`config.mk`:
```
export PLATFORM = sky130hd
export DESIGN_NAME = exec_writeback_unit_flat
export DESIGN_NICKNAME = d
export VERILOG_FILES = /design/src/rtl/exec_writeback_unit_if.sv /design/src/rtl/exec_writeback_unit.sv /design/src/flat_wrapper.sv
export SDC_FILE = /design/constraint.sdc
export NUM_CORES = 1
export LEC_CHECK = 0
export BUFFER_PORTS_ARGS = -buffer_cell sky130_fd_sc_hd__clkbuf_2
export CORE_AREA = 2 2 95 97
export DETAILED_ROUTE_END_ITERATION = 12
export DIE_AREA = 0 0 97 99
export PLACE_DENSITY = 0.7
export SYNTH_ARGS = -nofsm -noshare
export SYNTH_HDL_FRONTEND = slang
export SYNTH_SLANG_ARGS = --single-unit
```
`constraint.sdc`:
```
create_clock -name clk -period 3.3 [get_ports clk]
set_input_delay 0.33 -clock clk [delete_from_list [all_inputs] [get_ports clk]]
set_output_delay 0.33 -clock clk [all_outputs]
set_load 0.03 [all_outputs]
```
`src/rtl/exec_writeback_unit_if.sv`:
```
// Bus bundle between exec_writeback_unit, its instruction source and the
// 8x12 register file. The unit connects through the slave modport; the
// source / register-file side connects through the master modport.
//
// Handshake: an instruction transfers on a rising clk edge where instValid
// and instReady are both high. instValid is held by the source until that
// edge; instReady is high only while the unit is idle and out of reset.
interface exec_writeback_unit_if #(
    parameter int DATA_W = 12,
    parameter int ADDR_W = 3
);
    logic              instValid;
    logic              instReady;
    logic [DATA_W-1:0] instr;
    logic [ADDR_W-1:0] read1Addr;
    logic [ADDR_W-1:0] read2Addr;
    logic [DATA_W-1:0] readData1;
    logic [DATA_W-1:0] readData2;
    logic              writeEn;
    logic [ADDR_W-1:0] writeAddr;
    logic [DATA_W-1:0] writeData;
    logic              done;
    logic              resultZero;

    modport master (
        output instValid, instr, readData1, readData2,
        input  instReady, read1Addr, read2Addr, writeEn, writeAddr,
               writeData, done, resultZero
    );

    modport slave (
        input  instValid, instr, readData1, readData2,
        output instReady, read1Addr, read2Addr, writeEn, writeAddr,
               writeData, done, resultZero
    );
endinterface

```
`src/rtl/exec_writeback_unit.sv`:
```
// Non-pipelined decode/execute/write-back stage for an 8x12 register file.
// One instruction in flight: IDLE -> READ -> EXEC -> WRITE -> IDLE.
// Instruction format: {op[11:9], rd[8:6], rs1[5:3], rs2[2:0]}.
// Optional feature macro: ALU_MUL_EN. When defined, op 7 is a 12-cycle
// shift-add multiply (low 12 bits of the product); when undefined, op 7 is a
// NOP that still pulses done but never writes the register file.
// state_o exposes the FSM state for observation.
module exec_writeback_unit #(
    parameter int DATA_W = 12,
    parameter int ADDR_W = 3
) (
    input  logic                 clk,
    input  logic                 reset,
    exec_writeback_unit_if.slave bus,
    output logic [1:0]           state_o
);

    localparam logic [1:0] S_IDLE  = 2'd0;
    localparam logic [1:0] S_READ  = 2'd1;
    localparam logic [1:0] S_EXEC  = 2'd2;
    localparam logic [1:0] S_WRITE = 2'd3;

    localparam logic [2:0] OP_ADD = 3'd0;
    localparam logic [2:0] OP_SUB = 3'd1;
    localparam logic [2:0] OP_AND = 3'd2;
    localparam logic [2:0] OP_OR  = 3'd3;
    localparam logic [2:0] OP_XOR = 3'd4;
    localparam logic [2:0] OP_SLT = 3'd5;
    localparam logic [2:0] OP_MOV = 3'd6;
    localparam logic [2:0] OP_MUL = 3'd7;

    logic [1:0]        state_q, state_d;
    logic [DATA_W-1:0] instr_q;
    logic [DATA_W-1:0] op_a_q, op_b_q;
    logic [DATA_W-1:0] result_q;
    logic              write_en_q;
    logic [ADDR_W-1:0] write_addr_q;
    logic              done_q;
    logic              result_zero_q;
    logic [DATA_W-1:0] alu_res;
    logic              accept;
    logic [2:0]        op;
    logic [ADDR_W-1:0] rd;

    assign op = instr_q[11:9];
    assign rd = instr_q[8:6];

    // Ready only while idle and out of reset.
    assign bus.instReady = (state_q == S_IDLE) && !reset;
    assign accept        = bus.instValid && bus.instReady;

    // Read addresses come straight from the latched instruction, so they stay
    // stable from READ until the next accept.
    assign bus.read1Addr  = instr_q[5:3];
    assign bus.read2Addr  = instr_q[2:0];
    assign bus.writeEn    = write_en_q;
    assign bus.writeAddr  = write_addr_q;
    assign bus.writeData  = result_q;
    assign bus.done       = done_q;
    assign bus.resultZero = result_zero_q;
    assign state_o        = state_q;

`ifdef ALU_MUL_EN
    localparam logic [3:0] MUL_LAST = 4'd11;

    logic [3:0]        mul_count_q;
    logic [DATA_W-1:0] mul_sel;
    logic [DATA_W-1:0] mul_acc;
    logic              is_mul;

    assign is_mul = (op == OP_MUL);

    // One shift-add step: add opA<<i when bit i of opB is set.
    always_comb begin
        mul_sel = {{(DATA_W-1){1'b0}}, 1'b1} << mul_count_q;
        mul_acc = result_q;
        if (|(op_b_q & mul_sel)) begin
            mul_acc = result_q + (op_a_q << mul_count_q);
        end
    end
`endif

    // Single-cycle ALU operations on the captured operands.
    always_comb begin
        alu_res = '0;
        case (op)
            OP_ADD:  alu_res = op_a_q + op_b_q;
            OP_SUB:  alu_res = op_a_q - op_b_q;
            OP_AND:  alu_res = op_a_q & op_b_q;
            OP_OR:   alu_res = op_a_q | op_b_q;
            OP_XOR:  alu_res = op_a_q ^ op_b_q;
            OP_SLT:  alu_res = {{(DATA_W-1){1'b0}}, ($signed(op_a_q) < $signed(op_b_q))};
            OP_MOV:  alu_res = op_a_q;
            default: alu_res = '0;
        endcase
    end

    // Next-state logic; EXEC holds for the multiply only.
    always_comb begin
        state_d = state_q;
        case (state_q)
            S_IDLE:  if (accept) state_d = S_READ;
            S_READ:  state_d = S_EXEC;
`ifdef ALU_MUL_EN
            S_EXEC:  if (!is_mul || (mul_count_q == MUL_LAST)) state_d = S_WRITE;
`else
            S_EXEC:  state_d = S_WRITE;
`endif
            S_WRITE: state_d = S_IDLE;
            default: state_d = S_IDLE;
        endcase
    end

    // Datapath and output registers, advanced per FSM state.
    always_ff @(posedge clk) begin
        if (reset) begin
            state_q       <= S_IDLE;
            instr_q       <= '0;
            op_a_q        <= '0;
            op_b_q        <= '0;
            result_q      <= '0;
            write_en_q    <= 1'b0;
            write_addr_q  <= '0;
            done_q        <= 1'b0;
            result_zero_q <= 1'b0;
`ifdef ALU_MUL_EN
            mul_count_q   <= '0;
`endif
        end else begin
            state_q <= state_d;
            case (state_q)
                S_IDLE: begin
                    if (accept) instr_q <= bus.instr;
                end
                S_READ: begin
                    op_a_q <= bus.readData1;
                    op_b_q <= bus.readData2;
`ifdef ALU_MUL_EN
                    // Multiply accumulates into result, so start it from zero.
                    if (is_mul) result_q <= '0;
                    mul_count_q <= '0;
`endif
                end
                S_EXEC: begin
`ifdef ALU_MUL_EN
                    if (is_mul) begin
                        result_q    <= mul_acc;
                        mul_count_q <= mul_count_q + 4'd1;
                        if (mul_count_q == MUL_LAST) begin
                            write_en_q   <= 1'b1;
                            write_addr_q <= rd;
                            done_q       <= 1'b1;
                        end
                    end else begin
                        result_q     <= alu_res;
                        write_en_q   <= 1'b1;
                        write_addr_q <= rd;
                        done_q       <= 1'b1;
                    end
`else
                    // Without the multiplier, op 7 completes but leaves the
                    // previous result and resultZero untouched.
                    write_addr_q <= rd;
                    done_q       <= 1'b1;
                    if (op != OP_MUL) begin
                        result_q   <= alu_res;
                        write_en_q <= 1'b1;
                    end
`endif
                end
                S_WRITE: begin
                    write_en_q <= 1'b0;
                    done_q     <= 1'b0;
                    if (write_en_q) result_zero_q <= (result_q == '0);
                end
                default: ;
            endcase
        end
    end

endmodule

```
`src/flat_wrapper.sv`:
```
// flat-port wrapper written by rule: the top's interface ports become plain ports
module exec_writeback_unit_flat 
#(
    parameter int DATA_W = 12,
    parameter int ADDR_W = 3
)
  (clk, reset, state_o, bus_instValid, bus_instr, bus_readData1, bus_readData2, bus_instReady, bus_read1Addr, bus_read2Addr, bus_writeEn, bus_writeAddr, bus_writeData, bus_done, bus_resultZero);
  exec_writeback_unit_if #(.DATA_W(DATA_W), .ADDR_W(ADDR_W)) bus_i ();
  input  logic clk;
  input  logic reset;
  output logic [1:0] state_o;
  input wire logic [$bits(bus_i.instValid)-1:0] bus_instValid;
  input wire logic [$bits(bus_i.instr)-1:0] bus_instr;
  input wire logic [$bits(bus_i.readData1)-1:0] bus_readData1;
  input wire logic [$bits(bus_i.readData2)-1:0] bus_readData2;
  output wire logic [$bits(bus_i.instReady)-1:0] bus_instReady;
  output wire logic [$bits(bus_i.read1Addr)-1:0] bus_read1Addr;
  output wire logic [$bits(bus_i.read2Addr)-1:0] bus_read2Addr;
  output wire logic [$bits(bus_i.writeEn)-1:0] bus_writeEn;
  output wire logic [$bits(bus_i.writeAddr)-1:0] bus_writeAddr;
  output wire logic [$bits(bus_i.writeData)-1:0] bus_writeData;
  output wire logic [$bits(bus_i.done)-1:0] bus_done;
  output wire logic [$bits(bus_i.resultZero)-1:0] bus_resultZero;
  assign bus_i.instValid = bus_instValid;
  assign bus_i.instr = bus_instr;
  assign bus_i.readData1 = bus_readData1;
  assign bus_i.readData2 = bus_readData2;
  assign bus_instReady = bus_i.instReady;
  assign bus_read1Addr = bus_i.read1Addr;
  assign bus_read2Addr = bus_i.read2Addr;
  assign bus_writeEn = bus_i.writeEn;
  assign bus_writeAddr = bus_i.writeAddr;
  assign bus_writeData = bus_i.writeData;
  assign bus_done = bus_i.done;
  assign bus_resultZero = bus_i.resultZero;
  exec_writeback_unit #(.DATA_W(DATA_W), .ADDR_W(ADDR_W)) u_core (.clk(clk), .reset(reset), .bus(bus_i), .state_o(state_o));
endmodule
```
# Word-level counts from Yosys, hierarchy flattened
# Cells that the tools add are included.
op_classes:
  n_shift: 0
  n_div: 0
  n_reduce_logical: 11
  n_mul: 0
  eq_ne: 12
  n_lt_le_gt_ge: 1
  n_mux: 6
  bitwise: 3
  n_addsub: 2
op_table:
  columns: ["cell", "count"]
  rows:
  - ["12-bit case mux with 7 select lines", 1]
  - ["12-bit adder", 1]
  - ["12-bit bitwise AND", 1]
  - ["12-bit zero test", 1]
  - ["12-bit less-than comparator", 1]
  - ["12-bit bitwise OR", 1]
  - ["12-bit subtractor", 1]
  - ["12-bit XOR", 1]
  - ["3-bit equality test, second input constant", 3]
  - ["2-bit case mux with 4 select lines", 1]
  - ["2-bit AND reduction", 4]
  - ["3-bit by 2-bit equality test with 1-bit output, second input constant", 2]
  - ["2-bit equality test, second input constant", 2]
  - ["2-bit by 1-bit != test with 1-bit output, second input constant", 2]
  - ["1-bit case mux with 2 select lines", 2]
  - ["3-bit by 1-bit equality test with 1-bit output, second input constant", 1]
  - ["3-bit zero test", 1]
  - ["3-bit != test, second input constant", 1]
  - ["2-bit by 1-bit equality test with 1-bit output, second input constant", 1]
  - ["1-bit logical AND", 2]
  - ["2-bit zero test", 1]
  - ["2-bit two-way mux", 1]
  - ["2-bit nonzero test", 1]
  - ["1-bit zero test", 1]
  - ["1-bit two-way mux", 1]
totals:
  regBits: 56
  ram_bits: 0
  latch_bits: 0
  word_cells: 44
  mem_count: 0
  mem_bits_ro: 0

# Logic depth before layout (Yosys ltp)
# Gate-level depths: netlist (run 1).
depth:
  word_depth: 5
  mapped_depth: 9
  mapped_depth_nobuf: 9

# Least setup slack after synthesis (run 1)
# OpenSTA, ideal clock, no wires.
synth_path:
  path_kind: "register to register"
  from: "register u_core.state_q[0], in the netlist u_core.state_o[0]"
  to: "register u_core.instr_q[10]"
  t_required_ns: 3.213
  t_arrival_ns: 2.019
  slack_ns: 1.194
  stages_incl_launch_ff: 9
  cell_sequence: "dfxtp_1 -> inv_1 -> ha_1 -> nor2b_1 -> and2_1 -> clkbuf_1 -> clkbuf_1 -> nand2_1 -> o31ai_1"
synth_between:
  elab_chain_len: 4
synth_lines:
  columns: ["item", "line_no", "source"]
  rows:
  - ["from (decl)", "exec_writeback_unit.sv:32", "logic [1:0] state_q, state_d;"]
  - ["from (signal assigned)", "exec_writeback_unit.sv:130", "state_q <= state_d;"]
  - ["2-bit zero test", "exec_writeback_unit.sv:49", "assign bus.instReady = (state_q == S_IDLE) && !reset;"]
  - ["1-bit logical AND", "exec_writeback_unit.sv:49", null]
  - ["net bus_instReady", "flat_wrapper.sv:16", "output wire logic [$bits(bus_i.instReady)-1:0] bus_instReady;"]
  - ["1-bit logical AND", "exec_writeback_unit.sv:50", "assign accept = bus.instValid && bus.instReady;"]
  - ["2-bit AND reduction (no source line)", null, null]
  - ["to (signal assigned)", "exec_writeback_unit.sv:133", "if (accept) instr_q <= bus.instr;"]
  - ["to (decl)", "exec_writeback_unit.sv:33", "logic [DATA_W-1:0] instr_q;"]
# The timed path passes the listed nets, and every way through them passes these cells.
# A chain may end at the register's enable or synchronous reset.

# Worst setup path after layout (run 1)
layout_path:
  from: "register u_core.op_b_q[0]"
  to: "register u_core.result_q[8], in the netlist u_core.bus.writeData[8]"
layout_between:
  elab_chain_len: 2
  elab_cells_between_ends: 3
  cone_classes: "add/sub (2); mux (1)"
layout_lines:
  columns: ["item", "line_no", "source"]
  rows:
  - ["from (decl)", "exec_writeback_unit.sv:34", "logic [DATA_W-1:0] op_a_q, op_b_q;"]
  - ["from (signal assigned)", "exec_writeback_unit.sv:137", "op_b_q <= bus.readData2;"]
  - ["12-bit subtractor / 12-bit adder (equally long branches)", "exec_writeback_unit.sv:88, exec_writeback_unit.sv:87", null]
  - ["12-bit case mux with 7 select lines (*)", "exec_writeback_unit.sv:86", "case (op)"]
  - ["to (signal assigned)", "exec_writeback_unit.sv:166", "result_q <= alu_res;"]
  - ["to (decl)", "exec_writeback_unit.sv:35", "logic [DATA_W-1:0] result_q;"]
# Mark *: on every way between the ends. The rest lies on a longest branch, timed or not.

==> flow_summary.toml, run 1 <==
[status]
status = "completed"

[timing]
slew_violations = 0
maxSlewHeadroom_pct = 45.2
rsz0062_at_grt = "false"
finClkSkew_ns = 0.00803
worst_pin_slew_ns = 0.821
whs_ns = 0.200
hold_violations = 0
finalWorstSetupSlack_ns = 0.907
setup-tns-final_ns = 0
min_period_ns = 2.39
period_share_pct = 72.5
finalSetupViolations = 0
max_freq_ghz = 0.418

[critical_path]
rr_worst_depth = 9
arrival_ns = 2.59
cp-start-kind = "flip-flop"
critPathKind = "flip-flop to flip-flop"
end_kind = "flip-flop"
critical_path.max_fanout = 4
worstPathRequired_ns = 3.50

[layout]
syn_to_final_growth_pct = 10.1
fillers = 823
layout-drive-gt1-share_pct = 16.0
stdcell_area_um2 = 4560
final_nets = 639
seqCellArea_um2 = 1120
multi_input_area_um2 = 2670
antenna_cells = 0
layout_commonest_cell = "clkbuf_2"
final_cell_mix = "clkbuf_2, nor2_1, dfxtp_1, nand2_1, ha_1"
utilization_pct = 53.4

[pwr]
p_per_area_nw_per_um2 = 823
internal-power_uw = 1950
p_leak_uw = 0.00191
power.switching_uw = 1810
switching_share_pct = 48.2
ir_worst_vdd_mv = 0.311
p_clk_share_pct = 12.2
power_frac_seq_pct = 27.8
pwr-share-comb_pct = 60.0

[synthesis]
ys_seq_area_share_pct = 27.1
synth-warning-count = 0
syn_avg_cell_area_um2 = 8.04
synth_nets = 599
postSynth.asyncResetShare_pct = 0
synth_top_area_share_pct = 27.1
ys_top_cells_by_area = "dfxtp_1, ha_1, mux2i_1"
synth_cell_types = 59
synth_area_um2 = 4140
ys_ff_latch = 56
synthCells = 515
synth_top_flop_cell = "dfxtp_1"
synth_top_area_cell = "dfxtp_1"
synth_edf_count = 0

[placed_design]
portBuffers = 65
place_ws_ns = 0.957
dpl-instance-area_um2 = 4460
dp_hpwl_um = 7950
gp_congestion = 0.952

[global_route]
grt_pass1_wl_um = 17400
met2_usage_pct = 34.3
track_usage_pct = 22.0
antenna_found_initial = 0
grt_max_degree = 41
first_global_vias = 3509
global_route.usage.met1_pct = 31.6
use_met3_pct = 3.62
overflow = 0
grt-busiest-layer = "met2"

[floorplan]
fp.coreArea_um2 = 8550
io_pins = 66
die_h_um = 99
num_rows = 34
die_x_um = 97
start_util_pct = 48.4
die_area_um2 = 9600

[routing]
drc = 0
first_pass_iters = 5
routedWlPerCell_um = 15.8
vias = 3800
vias_per_cell = 5.72
drtIter0Drc = 276
ant_nets = 0
totalWireLength_um = 10500

[cts]
clk_pin_slew_ns = 0.10
htree_num_levels = 2
cts.path.max_buffers = 2
clock-sinks = 56
cts.repair.resized = 0
tritoncts = "yes"
cts_buffers = 5
cts_root_buf = "clkbuf_8"
hold_buffers = 0
clock_latency_ns = 0.31
cts_setup_buffers = 0

[min_path]
min_path_type = "input port to flip-flop"
worstHoldPathCells = 3

[flow_run]
drv_cap = 0
[worst paths after layout]
check	from	slack [ns]	end
max	u_core.op_b_q[0]	0.91	u_core.bus.writeData[8]
min	bus_instr[5]	0.20	u_core.instr_q[5]
max reg2reg	u_core.op_b_q[0]	0.91	u_core.bus.writeData[8]
min reg2reg	u_core.instr_q[5]	0.47	u_core.instr_q[5]
[cell usage after synthesis (all sizes together) (5+ instances only)]
| cell | instances |
|---|---|
| o31ai | 6 |
| a21o | 6 |
| xnor2 | 6 |
| nor3 | 11 |
| a311oi | 6 |
| nand2 | 45 |
| buf | 18 |
| clkbuf | 20 |
| inv | 42 |
| dfxtp | 56 |
| a31oi | 6 |
| nand3 | 7 |
| nor4 | 6 |
| and3 | 6 |
| ha | 43 |
| nor2b | 9 |
| a21oi | 25 |
| or3 | 5 |
| o21ai | 25 |
| mux2i | 37 |
| o211ai | 10 |
| nor2 | 61 |
[metal layers]
metal  share of wire (%)  routed length (um)  up-vias
met5                   0                   0        -
met4                 1.3                 136        0
met3                 7.7                 812       13
met2                  44                4620      168
met1                  47                4950     1743
li1                    -                   -     1876
[logic make-up after synthesis]
logic type	share of synthesized area, %
AND/OR/NAND/NOR	19.5
AO/OA/AOI/OAI	19.7
buffers and inverters	8.52
flip-flops	27.1
adder cells (fa/ha/maj)	14.0
multiplexers	9.76
XOR/XNOR	1.48
[stage by stage]
step | instances | total power, uW
global route | 664 | 4060
floorplan | 515 | 2790
detailed placement | 656 | 3290
finish | 664 | 3760
CTS | 664 | 3750
global placement | 656 | 3260
[power groups by stage]
stage / clock network (uW) / registers (uW) / logic, uW
after floorplan: 0 / 1170 / 1610
after global placement: 0 / 1050 / 2210
after detailed placement: 0 / 1060 / 2220
after CTS: 469 / 1050 / 2230
after global routing: 497 / 1080 / 2480
final: 458 / 1040 / 2250
[flip-flops by register name, summed over array words and instances, names as in the netlist]
signal	cells
u_core.bus.done	1
u_core.bus.resultZero	1
u_core.bus.writeAddr	3
u_core.bus.writeData	12
u_core.bus.writeEn	1
u_core.instr_q	12
u_core.op_a_q	12
u_core.op_b_q	12
u_core.state_o	2
[worst max-delay path, cell delays in order (launching register included)]
cell	delay (ns)
dfxtp_1	0.40
ha_1	0.26
inv_1	0.08
fa_1	0.45
nor2b_1	0.17
o2111ai_1	0.21
a31oi_1	0.30
nor2_1	0.06
a211oi_1	0.25
nor4_1	0.08
[final cells by class]
class                           instances  area share [%]
Multi-Input combinational cell        379            58.5
Tap cell                              108            2.96
Inverter                               42            3.51
Sequential cell                        56            24.6
Clock inverter                          2           0.768
Timing Repair Buffer                   71            8.12
Clock buffer                            6            1.59
No activity file was read; power rests on OpenSTA's default activity.
==> inputs of run 2 (changes only) <==
==> constraint.sdc (replaced) <==
create_clock -name clk -period 2.3 [get_ports clk]
set_input_delay 0.23 -clock clk [delete_from_list [all_inputs] [get_ports clk]]
set_output_delay 0.23 -clock clk [all_outputs]
set_load 0.03 [all_outputs]
==> run 2 against run 1 <==
Net effect: critical path depth rose by 1; global-route usage rose by 1.3 points; clock power rose by 28%; highest routed layer unchanged; total power rose by 50%; setup slack got worse by 0.78 ns; wire length rose by 4.4%.
==> flow_summary.toml, run 2 (same netlist as run 1, synthesis figures left out) <==
[cts]
cts.path.max_buffers = 2
hold_buffers = 0
cts_root_buf = "clkbuf_8"
cts_buffers = 5
clk_pin_slew_ns = 0.11
clock_latency_ns = 0.32
clock-sinks = 56
htree_num_levels = 2
tritoncts = "yes"

[critical_path]
cp_top_family = "compound AO/OA/AOI/OAI gates"
worstPathRequired_ns = 2.55
critical_path.max_fanout = 3
max_stage_delay_ns = 0.38
rr_worst_depth = 10
rr_endpoint = "u_core.bus.writeData[11]"
r2r_start = "u_core.op_a_q[1]"
critical_path.cell_chain = "inv_1, ha_1, buf_4, o21bai_2, nand4_1, a311oi_2, buf_4, o21a_1, o41a_1, a311oi_2"
crit_buf_inv = 3
critPathKind = "flip-flop to flip-flop"
arrival_ns = 2.42
cp-start-kind = "flip-flop"
worst_path_max_delay_cell = "o41a_1"
end_kind = "flip-flop"
rrSetupSlack_ns = 0.13

[placed_design]
gp_congestion = 0.916
dpl-instance-area_um2 = 4650
portBuffers = 65
dp_cells = 682
dp_hpwl_um = 8490

[global_route]
grt_pass1_wl_um = 18300
antenna_found_initial = 0
grt_max_degree = 26
track_usage_pct = 23.3
overflow = 0
first_global_vias = 3783

[timing]
max_freq_ghz = 0.460
worst_pin_slew_ns = 0.690
hold_violations = 0
min_period_ns = 2.17
maxSlewHeadroom_pct = 54.0
finalSetupViolations = 0
setup-tns-final_ns = 0
finClkSkew_ns = 0.0107
whs_ns = 0.0995
period_share_pct = 94.6
slew_violations = 0

[floorplan]
die_x_um = 97
start_util_pct = 48.4
die_h_um = 99
io_pins = 66
fp.coreArea_um2 = 8550
num_rows = 34
die_area_um2 = 9600

[min_path]
min_path_type = "input port to flip-flop"
worstHoldPathCells = 3
hold_end = "u_core.instr_q[6]"
hold_start = "bus_instr[6]"

[flow_run]
drv_cap = 0

[layout]
final_cell_mix = "clkbuf_2, nor2_1, dfxtp_1, nand2_1"
layoutNonFillerInstCount = 691
layout_commonest_cell = "clkbuf_2"
fillers = 815
layout-drive-gt1-share_pct = 24.4
stdcell_area_um2 = 4860
syn_to_final_growth_pct = 17.4
antenna_cells = 0
final_nets = 666

[routing]
vias_per_cell = 5.60
drtIter0Drc = 287
first_pass_iters = 4
vias = 3872
routedWlPerCell_um = 15.9
ant_nets = 0
totalWireLength_um = 11000
drc = 0

[pwr]
p_per_area_nw_per_um2 = 1160
p_leak_uw = 0.00205
design_power_total_uw = 5650
ir_worst_vdd_mv = 0.477

[status]
status = "completed"
## run 2: cell count changes in the layout (fill, tap and decap cells not counted), sizes merged
cell      delta
buf         +27
bufinv       -1
clkbuf       -1
clkinvlp     +1
inv          +1
## run 2: timing repair
item                                    CTS  global route
endpoints found under the setup margin    4             7
pin swaps                                 1             9
gates resized for setup                   1            29
buffers inserted                          1             0
## run 2: worst min-delay path, stage by stage
cell and delay (ns):
clkbuf_2 0.08, nand2_1 0.03, o21ai_0 0.05
## run 2: area by class of cell
| type | instances | area (um^2) | share of cell area (%) |
|---|---|---|---|
| Clock inverter | 3 | 27.5 | 0.566 |
| Multi-Input combinational cell | 379 | 2770 | 56.9 |
| Timing Repair Buffer | 98 | 573 | 11.8 |
| Tap cell | 108 | 135 | 2.78 |
| Clock buffer | 5 | 68.8 | 1.41 |
| Sequential cell | 56 | 1130 | 23.3 |
| Inverter | 42 | 160 | 3.29 |
## run 2: stage by stage
stage / worst slack [ns] / utilization, %
after global routing: -0.0516 / 56.9
final: 0.125 / 56.9
after detailed placement: -0.0142 / 54.4
after global placement: 0.0317 / 54.4
after CTS: 0.00599 / 55.6
after floorplan: 0.194 / -
## run 2: worst max path at each step
stage,startpoint,to,slack [ns],depth (start not counted)
3_3_place_gp,u_core.op_b_q[1],u_core.bus.writeData[11],0.03,9
5_1_grt,u_core.op_a_q[1],u_core.bus.writeData[7],-0.05,9
3_5_place_dp,u_core.op_b_q[0],u_core.bus.writeData[10],-0.01,9
2_1_floorplan,u_core.state_o[0],u_core.instr_q[10],0.19,8
4_1_cts,u_core.op_b_q[0],u_core.bus.writeData[6],0.006,9
6_report,u_core.op_a_q[1],u_core.bus.writeData[11],0.13,10
## run 2: metal layers
| layer | wire length (um) | up-vias | global-route usage, % |
|---|---|---|---|
| li1 | - | 1923 | - |
| met5 | 0 | - | 0 |
| met3 | 766 | 12 | 3.12 |
| met2 | 4980 | 126 | 38.9 |
| met4 | 163 | 0 | 6.28 |
| met1 | 5070 | 1811 | 31.8 |
## run 2: report_power, final
group / internal (uW) / switching [uW] / total [uW]
registers: 1250 / 253 / 1500
logic: 1460 / 2100 / 3560
clock network: 225 / 363 / 588
total: 2930 / 2720 / 5650
